[src/rtl/instr_fetch_unit.sv]
// rtl/instr_fetch_unit.sv - fetch PC, credit-limited imem requests and prefetch FIFO feeding IF/ID
module instr_fetch_unit #(
  parameter logic [31:0] RESET_PC = 32'h0000_0000,
  parameter int          DEPTH    = 4
) (
  input  logic        clk_i,
  input  logic        rst_i,
  input  logic        hazard_i,
  input  logic        flush_i,
  input  logic [31:0] target_i,
  output logic        imem_req_o,
  output logic [31:0] imem_addr_o,
  input  logic        imem_ready_i,
  input  logic        imem_valid_i,
  input  logic [31:0] imem_data_i,
  output logic [31:0] pc_o,
  output logic [31:0] instr_o,
  output logic        bubble_o
);

  localparam int AW = $clog2(DEPTH);
  localparam int CW = AW + 1;

  logic [31:0]   fetch_pc_q, fetch_pc_d;
  logic [31:0]   resp_pc_q, resp_pc_d;
  logic [CW-1:0] fifo_cnt_q, fifo_cnt_d;
  logic [CW-1:0] inflight_q, inflight_d;
  logic [CW-1:0] drop_cnt_q, drop_cnt_d;
  logic [AW-1:0] rd_ptr_q, rd_ptr_d;
  logic [AW-1:0] wr_ptr_q, wr_ptr_d;
  logic [31:0]   pc_mem_q    [DEPTH];
  logic [31:0]   instr_mem_q [DEPTH];

  logic [CW:0] credit_used;
  logic        accept, resp, push, pop;

  // In-flight requests reserve FIFO slots, so a push can never find the FIFO full.
  assign credit_used = {1'b0, fifo_cnt_q} + {1'b0, inflight_q};
  assign imem_req_o  = !rst_i && !flush_i && (credit_used < (CW+1)'(DEPTH));
  assign imem_addr_o = fetch_pc_q;

  assign accept = imem_req_o && imem_ready_i;
  assign resp   = imem_valid_i && (inflight_q != '0);
  assign push   = resp && (drop_cnt_q == '0) && !flush_i;
  assign pop    = !hazard_i && !flush_i && (fifo_cnt_q != '0);

  always_comb begin
    fetch_pc_d = fetch_pc_q;
    resp_pc_d  = resp_pc_q;
    fifo_cnt_d = fifo_cnt_q;
    drop_cnt_d = drop_cnt_q;
    rd_ptr_d   = rd_ptr_q;
    wr_ptr_d   = wr_ptr_q;
    inflight_d = inflight_q + CW'(accept) - CW'(resp);
    if (flush_i) begin
      fetch_pc_d = {target_i[31:2], 2'b00};
      resp_pc_d  = {target_i[31:2], 2'b00};
      fifo_cnt_d = '0;
      rd_ptr_d   = '0;
      wr_ptr_d   = '0;
      drop_cnt_d = inflight_q - CW'(resp);
    end else begin
      if (accept) fetch_pc_d = fetch_pc_q + 32'd4;
      if (resp && (drop_cnt_q != '0)) drop_cnt_d = drop_cnt_q - CW'(1);
      if (push) begin
        wr_ptr_d  = wr_ptr_q + AW'(1);
        resp_pc_d = resp_pc_q + 32'd4;
      end
      if (pop) rd_ptr_d = rd_ptr_q + AW'(1);
      fifo_cnt_d = fifo_cnt_q + CW'(push) - CW'(pop);
    end
  end

  always_ff @(posedge clk_i) begin
    if (rst_i) begin
      fetch_pc_q <= RESET_PC;
      resp_pc_q  <= RESET_PC;
      fifo_cnt_q <= '0;
      inflight_q <= '0;
      drop_cnt_q <= '0;
      rd_ptr_q   <= '0;
      wr_ptr_q   <= '0;
    end else begin
      fetch_pc_q <= fetch_pc_d;
      resp_pc_q  <= resp_pc_d;
      fifo_cnt_q <= fifo_cnt_d;
      inflight_q <= inflight_d;
      drop_cnt_q <= drop_cnt_d;
      rd_ptr_q   <= rd_ptr_d;
      wr_ptr_q   <= wr_ptr_d;
      if (push) begin
        pc_mem_q[wr_ptr_q]    <= resp_pc_q;
        instr_mem_q[wr_ptr_q] <= imem_data_i;
      end
    end
  end

  // Empty FIFO presents the same NOP the IF/ID register loads on flush.
  assign bubble_o = (fifo_cnt_q == '0);
  assign pc_o     = bubble_o ? 32'h0 : pc_mem_q[rd_ptr_q];
  assign instr_o  = bubble_o ? 32'h0 : instr_mem_q[rd_ptr_q];

`ifndef SYNTHESIS
  always @(posedge clk_i) begin
    if (!rst_i) begin
      assert (!(imem_valid_i && (inflight_q == '0)))
        else $error("imem response with no request in flight");
      assert (!(push && !pop && (fifo_cnt_q == CW'(DEPTH))))
        else $error("prefetch fifo overflow");
    end
  end
`endif

endmodule

[config.mk]
export PLATFORM = sky130hd
export DESIGN_NAME = instr_fetch_unit
export DESIGN_NICKNAME = d
export VERILOG_FILES = /design/src/rtl/instr_fetch_unit.sv
export SDC_FILE = /design/constraint.sdc
export NUM_CORES = 1
export LEC_CHECK = 0
export CAP_MARGIN = 10
export CORE_MARGIN = 10
export CORE_UTILIZATION = 41
export CTS_CLUSTER_SIZE = 8
export DETAILED_ROUTE_END_ITERATION = 7
export GPL_ROUTABILITY_DRIVEN = 0
export SLEW_MARGIN = 20
export SYNTH_ARGS = -nofsm -noshare
export SYNTH_HDL_FRONTEND = slang
export SYNTH_SLANG_ARGS = --single-unit
[constraint.sdc]
create_clock -name clk_i -period 5.1 [get_ports clk_i]
set_input_delay 0.765 -clock clk_i [delete_from_list [all_inputs] [get_ports clk_i]]
set_output_delay 0.765 -clock clk_i [all_outputs]
set_load 0.01 [all_outputs]
==> flow_metrics.py <==
metrics = {
    "synth": {
        "synth_edf_count": 248,
        "postSynthAreaPerCell_sq_um": 15.1,
        "postSynth.asyncResetShare": 0,
        "yosysUniqueCellTypes": 60,
        "syn_area_sq_mm": 0.0136,
        "yosys_warnings": 0,
        "synth_seq_cells": 323,
        "yosysSeqAreaShare": 0.660,
        "netlist_instances": 900,
        "synth_ff_type": "edfxtp_1",
    },
    "global_route": {
        "grt_usage": 0.149,
        "grt.overflow.total": 0,
        "grt_pass1_vias": 8381,
        "antenna_found_initial": 1,
        "grt_start_max_net_pins": 65,
        "grt_first_pass_wirelength_um": 48600,
    },
    "floorplanning": {
        "die_w_um": 202,
        "num_rows": 66,
        "ios": 168,
        "coreArea_sq_mm": 0.0326,
        "die_h_um": 202,
        "die_area_sq_mm": 0.0408,
        "start_util": 0.416,
    },
    "drt": {
        "wl_per_cell_um": 20.1,
        "remaining_drc_errors": 0,
        "viasPerCell": 5.32,
        "dr.first_iter.drc_count": 448,
        "postRouteAntennaNets": 0,
        "vias": 8159,
        "first_pass_iters": 5,
        "routed_wirelength_um": 30900,
    },
    "timing": {
        "slew_violations": 0,
        "finalSetupViolCount": 0,
        "hold_viol": 0,
        "tns_ns": 0,
        "finClkSkew_ns": 0.0125,
        "worstMarginPinSlew_ns": 0.821,
        "worst_slew_margin_rel": 0.452,
        "fin_crit_sh": 0.728,
        "period_minus_slack_ns": 3.71,
        "rsz0062_at_grt": "false",
        "max_freq_ghz": 0.269,
    },
    "clock_network": {
        "path_clk_slew_ns": 0.05,
        "cts-resized-gates": 0,
        "cts_num_sinks": 323,
        "numCtsBuffers": 46,
        "cts_tree": "built",
        "h-tree-depth": 2,
        "clockRootBuffer": "clkbuf_16",
        "hold_buffers": 0,
        "clkLatencyLatePin_ns": 0.53,
        "clk_path_buf_depth": 3,
        "postCtsSetupBuffers": 0,
    },
    "critical_path": {
        "critPathArrivalTime_ns": 2.95,
        "critPathTopFamily": "buffers and inverters",
        "required_ns": 4.34,
        "crit_type": "flop to output port",
        "crit_path_max_incr_delay_ns": 0.85,
        "critPathLaunchType": "flop",
        "cp_num_buf_inv": 2,
        "worstPathCellList": "buf_12 -> mux4_2 -> nor2b_1 -> clkdlybuf4s50_1",
        "critPathMaxFanout": 37,
        "cpMaxStageDelayCell": "dfxtp_4",
        "worstSetupEndpointType": "output port",
    },
    "cells_and_area": {
        "finish.utilization": 0.519,
        "num-fill-cells": 2719,
        "area_growth_pct": 24.8,
        "multi_input_area_sq_mm": 0.00434,
        "regArea_sq_mm": 0.00895,
        "drive_gt1_frac": 0.141,
        "n_antenna_cell": 0,
        "finalNetCount": 1166,
    },
    "power_and_ir_drop": {
        "p_leak_uw": 0.00542,
        "vdd_drop_max_mv": 0.219,
        "powerDensity_mw_per_mm2": 372,
    },
    "run": {
        "cap_violations": 0,
    },
    "status": {
        "status": "complete, no violations",
    },
    "placement": {
        "dpl.hpwl_um": 20200,
        "io_buffers": 161,
    },
    "worst_hold_path": {
        "hold_class": "flop to flop",
    },
}
## layout make-up
cell class	count	share of cell area
flip-flops and latches	323	0.529
multi-input cells	511	0.256
repair buffers	178	0.103
clock buffers	60	0.0724
well taps	442	0.0327
inverters	18	0.00399
clock inverters	2	0.00229
## flip-flops by register name, summed over array words and instances, names as in the netlist, named ones only
register and count:
wr_ptr_q 2, pc_mem_q 120, drop_cnt_q 3, rd_ptr_q 2
inflight_q 3, fifo_cnt_q 3, imem_addr_o 30, resp_pc_q 30
instr_mem_q 128
## cells by family (layout without fill, tap and decap cells)
| family | count (synthesis) | count (layout) | share of synthesized area |
|---|---|---|---|
| other | 1 | 4 | 0.000276 |
| muxes | 67 | 67 | 0.107 |
| DFF | 323 | 323 | 0.660 |
| xor gates and xnor gates | 44 | 44 | 0.0284 |
| adders and majority gates | 18 | 18 | 0.0177 |
| AOI/OAI and AO/OA | 97 | 97 | 0.0486 |
| and+or+nand+nor | 281 | 281 | 0.116 |
| buffers and inverters | 69 | 258 | 0.0219 |
## stage by stage
stage               cell area, sq um  hold slack, ns  instances  worst slack (ns)  power, uW
finish                         16900           0.505       1534              1.39       6290
global route                   16900           0.553       1534              1.16       6550
CTS                            16900           0.503       1534              1.28       6370
detailed placement             15700           0.494       1472              1.59       3640
global placement               15700           0.485       1472              1.61       3630
floorplan                      13600           0.460        903              1.76       3370
## layout by cell type (no fill, tap or decap), types with 5 or more instances in the layout
cell type	count
o21ai_0	8
xor2_1	22
nand3_1	31
ha_1	16
and3_1	13
nor2b_1	64
or3_1	9
nand4_1	27
edfxtp_1	248
nand2_1	41
buf_4	16
o21a_1	6
and2_1	5
clkbuf_16	47
nor2_1	49
a21boi_0	10
a31oi_1	14
inv_1	17
a211oi_1	14
xnor2_1	22
mux4_2	62
dfxtp_1	73
clkdlybuf4s50_1	160
a21oi_1	21
nor3_1	7
or4_1	5
clkbuf_1	13
## worst paths after layout
kind | cells past startpoint | to | start | slack (ns)
worst min register to register | 2 | imem_addr_o[31] | imem_addr_o[31] | 0.50
worst max register to register | 13 | inflight_q[2] | inflight_q[2] | 2.21
worst max-delay path | 4 | pc_o[31] | flop | 1.39
worst min-delay path | 2 | imem_addr_o[31] | imem_addr_o[31] | 0.50
## cells in the mapped netlist (8+ instances only)
cell type | n | area (sq um)
inv_1 | 17 | 63.8
nand2_1 | 41 | 154
a21oi_1 | 21 | 105
xnor2_1 | 22 | 193
buf_2 | 12 | 60.1
nor2_1 | 49 | 184
a31oi_1 | 14 | 87.6
and3_1 | 17 | 106
mux4_2 | 62 | 1400
nand3_1 | 31 | 155
edfxtp_1 | 248 | 7450
xor2_1 | 22 | 193
nor3_1 | 8 | 40.0
o21ai_0 | 8 | 40.0
nand4_1 | 27 | 169
or3_1 | 9 | 56.3
clkbuf_1 | 31 | 116
ha_1 | 16 | 200
nor2b_1 | 64 | 400
a211oi_1 | 14 | 105
dfxtp_1 | 75 | 1500
a21boi_0 | 10 | 75.1
## report_power, final
part | internal [uW] | switching (uW) | leakage (uW)
Combinational | 276 | 280 | 0.00194
Clock | 1690 | 1020 | 0.000613
Sequential | 2930 | 91.5 | 0.00287
## worst register-to-register path, stage by stage (launching register included)
cell and delay (ns):
dfxtp_1 0.44, ha_1 0.27, nor4_1 0.25, and3_1 0.20, buf_4 0.27, inv_1 0.11
ha_1 0.28, inv_1 0.05, ha_1 0.12, inv_1 0.04, fa_1 0.37, xor2_1 0.17
xnor2_1 0.14, nor2_1 0.05
## per-layer routing
metal / global-route usage / vias up / part of all wire
met5: 0 / - / 0.00026
met4: 0.0370 / 2 / 0.018
met3: 0.0441 / 55 / 0.072
met2: 0.228 / 239 / 0.45
met1: 0.203 / 4061 / 0.46
li1: - / 3802 / -
No activity file was read; power rests on OpenSTA's default activity.
==> edit: new RTL, same flow settings <==
Change the parameter `DEPTH` from 4 to 2.
--- a/src/rtl/instr_fetch_unit.sv
+++ b/src/rtl/instr_fetch_unit.sv
@@ -1,7 +1,7 @@
 // rtl/instr_fetch_unit.sv - fetch PC, credit-limited imem requests and prefetch FIFO feeding IF/ID
 module instr_fetch_unit #(
   parameter logic [31:0] RESET_PC = 32'h0000_0000,
-  parameter int          DEPTH    = 4
+  parameter int          DEPTH    = 2
 ) (
   input  logic        clk_i,
   input  logic        rst_i,
Formal check against the unedited RTL: not equivalent (Yosys sat finds a counterexample within 4 cycles, from zero or initial values and one cycle with rst_i high).
==> edit against the original RTL <==
- critical path type is now input pin to primary output
- sequential cell count shrank 130
- die area shrank 32%
- critical endpoint is now imem_req_o
- area after synthesis fell by 36%
- final area decreased by 34%
- largest cell class unchanged
- non-clock buffer count is 9 lower
- utilization is 1.4 points higher
- wire length down 27%
- worst setup slack better by 160 ps
- power is 44% lower
==> edit: results (changes against the original RTL) <==
GRT:
- The initial antenna violation count is 0 (-1).
- The global-route wire length before repair is 35,360 um (-27%).
- The global router's overall resource usage came to 15.58% (+0.71 points).

Cells and area:
- The final-stage net count is 976 (-16%).
- In the final layout, the registers with the most flip-flops are instr_mem_q (64), pc_mem_q (60).
- The number of filler instances in the final layout came to 1,831 (-33%).

Placement:
- The worst-case setup slack after placement is 1478 ps (-112.2 ps).
- The placed cell count is 1,153 (-22%).
- The HPWL reported at the end of detailed placement came to 15,990 um (-21%).

Routing:
- The detailed-route wire length on metal 1 is 10,440 um (-27%).
- The detailed-route wire length per cell is 19.05 um (-5.3%).
- The ratio of routed vias to standard cells is 5.635 (+5.9%).
- The highest metal layer used by the detailed router is met4.
- The met3 layer wire length in the routed design is 1622 um (-27%).
- The amount of wire on met2 after detailed routing is 10,200 um (-26%).
- The number of DRC markers in iteration 0 was 520 (+16%).
- The total number of vias is 6,677 (-18%).

Worst setup path:
- The setup slack on the worst flop-to-flop path came to 1690 ps (-520 ps).
- Among all stages on the critical path, the largest delay is contributed by clkdlybuf4s50_1.
- The worst path arrival time was 2790 ps (-160 ps).
- The peak fanout along the critical path was 13 (-65%).
- The delay contributed by the slowest stage of the critical path is 670 ps (-180 ps).

Timing:
- The clock skew is 14.87 ps (+2.332 ps).
- The final worst-path cycle share was 69.67% (-3.1 points).
- The worst hold-check slack is 518.8 ps (+13.90 ps).
- The slew at the pin with the worst max-slew slack is 1134 ps (+312.2 ps).

Logic synthesis:
- The sequential-to-total area share from yosys stat came to 58.47% (-7.5 points).
- In the synthesized netlist, the cells that appear most often are edfxtp_1, nor2_1, dfxtp_1.
- Sorting the synthesized cells by area gives the leading types as edfxtp_1, dfxtp_1, mux2i_1, nor2_1, o31a_1.
- The synthesized-area fraction occupied by xor and xnor cells came to 2.709% (-0.13 points).
- The synthesized-area fraction occupied by ao, oa, aoi and oai cells is 11.77% (+6.9 points).
- The portion of netlist area occupied by mux cells was 7.108% (-3.6 points).

Pwr:
- The reported leakage power is 3.509 nW (-35%).
- The worst voltage drop across the vdd grid is 0.2067 mV (-5.6%).

CTS:
- The clock latency on the worst-skew pair came to 420 ps (-110 ps).
- The CTS buffer count was 17 (-63%).
- The H-tree depth reported by CTS is 4 (+2).
- The worst-case clock buffer depth is 2 (-1).

Outcome:
- The flow ran to the end, and the final reports show no timing, DRC or antenna violations.
[edit: cell count changes in the layout (fill, tap and decap cells not counted), sizes merged, moves of 12 or more]
cell	unedited run	this run
a21oi	21	9
clkbuf	60	19
edfxtp	248	124
mux2i	1	62
mux4	62	0
nand3	31	17
nor2	49	89
nor2b	64	1
nor4	7	22
o31a	0	25
xor2	22	6
[edit: path summary, 6_finish.rpt]
path | end | from | depth (start not counted)
min reg2reg | flip-flop | rd_ptr_q | 2
min | flip-flop | rd_ptr_q | 2
max reg2reg | imem_addr_o[18] | inflight_q[0] | 6
max | imem_req_o | rst_i | 4
[edit: kinds of logic (layout without fill, tap and decap cells)]
kind of cell    after synthesis  after routing
compound gates              134            134
xor+xnor                     27             27
other cells                   1              4
flops                       193            193
mux                          62             62
fa+ha+maj                     9              9
simple gates                262            262
buf+inv                      65            219
[edit: worst max-delay path: cells and delay by family]
family | cells | cell delay [ps]
simple gates | 2 | 770
buf+inv | 2 | 1250
[edit: final cells by class]
type | count | share of cell area (%)
multi-input combinational | 498 | 30.41
tap | 275 | 3.084
clock buffer | 19 | 3.970
inverter | 18 | 0.6055
sequential | 193 | 45.78
timing repair buffer | 169 | 14.98
clock inverter | 13 | 1.166
[edit: report_power, final]
part           total (mW)  switching (mW)  internal, mW  leakage, nW
Sequential           1.83          0.0878          1.74         1.70
Combinational       0.447           0.231         0.216         1.54
Clock                1.27           0.577         0.697        0.274
Total                3.55           0.895          2.65         3.51
[edit: layer usage]
layer  vias up  track usage (%)
li1       3162                -
met1      3215            20.84
met2       283            23.78
met3        17            4.733
met4         0            4.584
met5         -                0
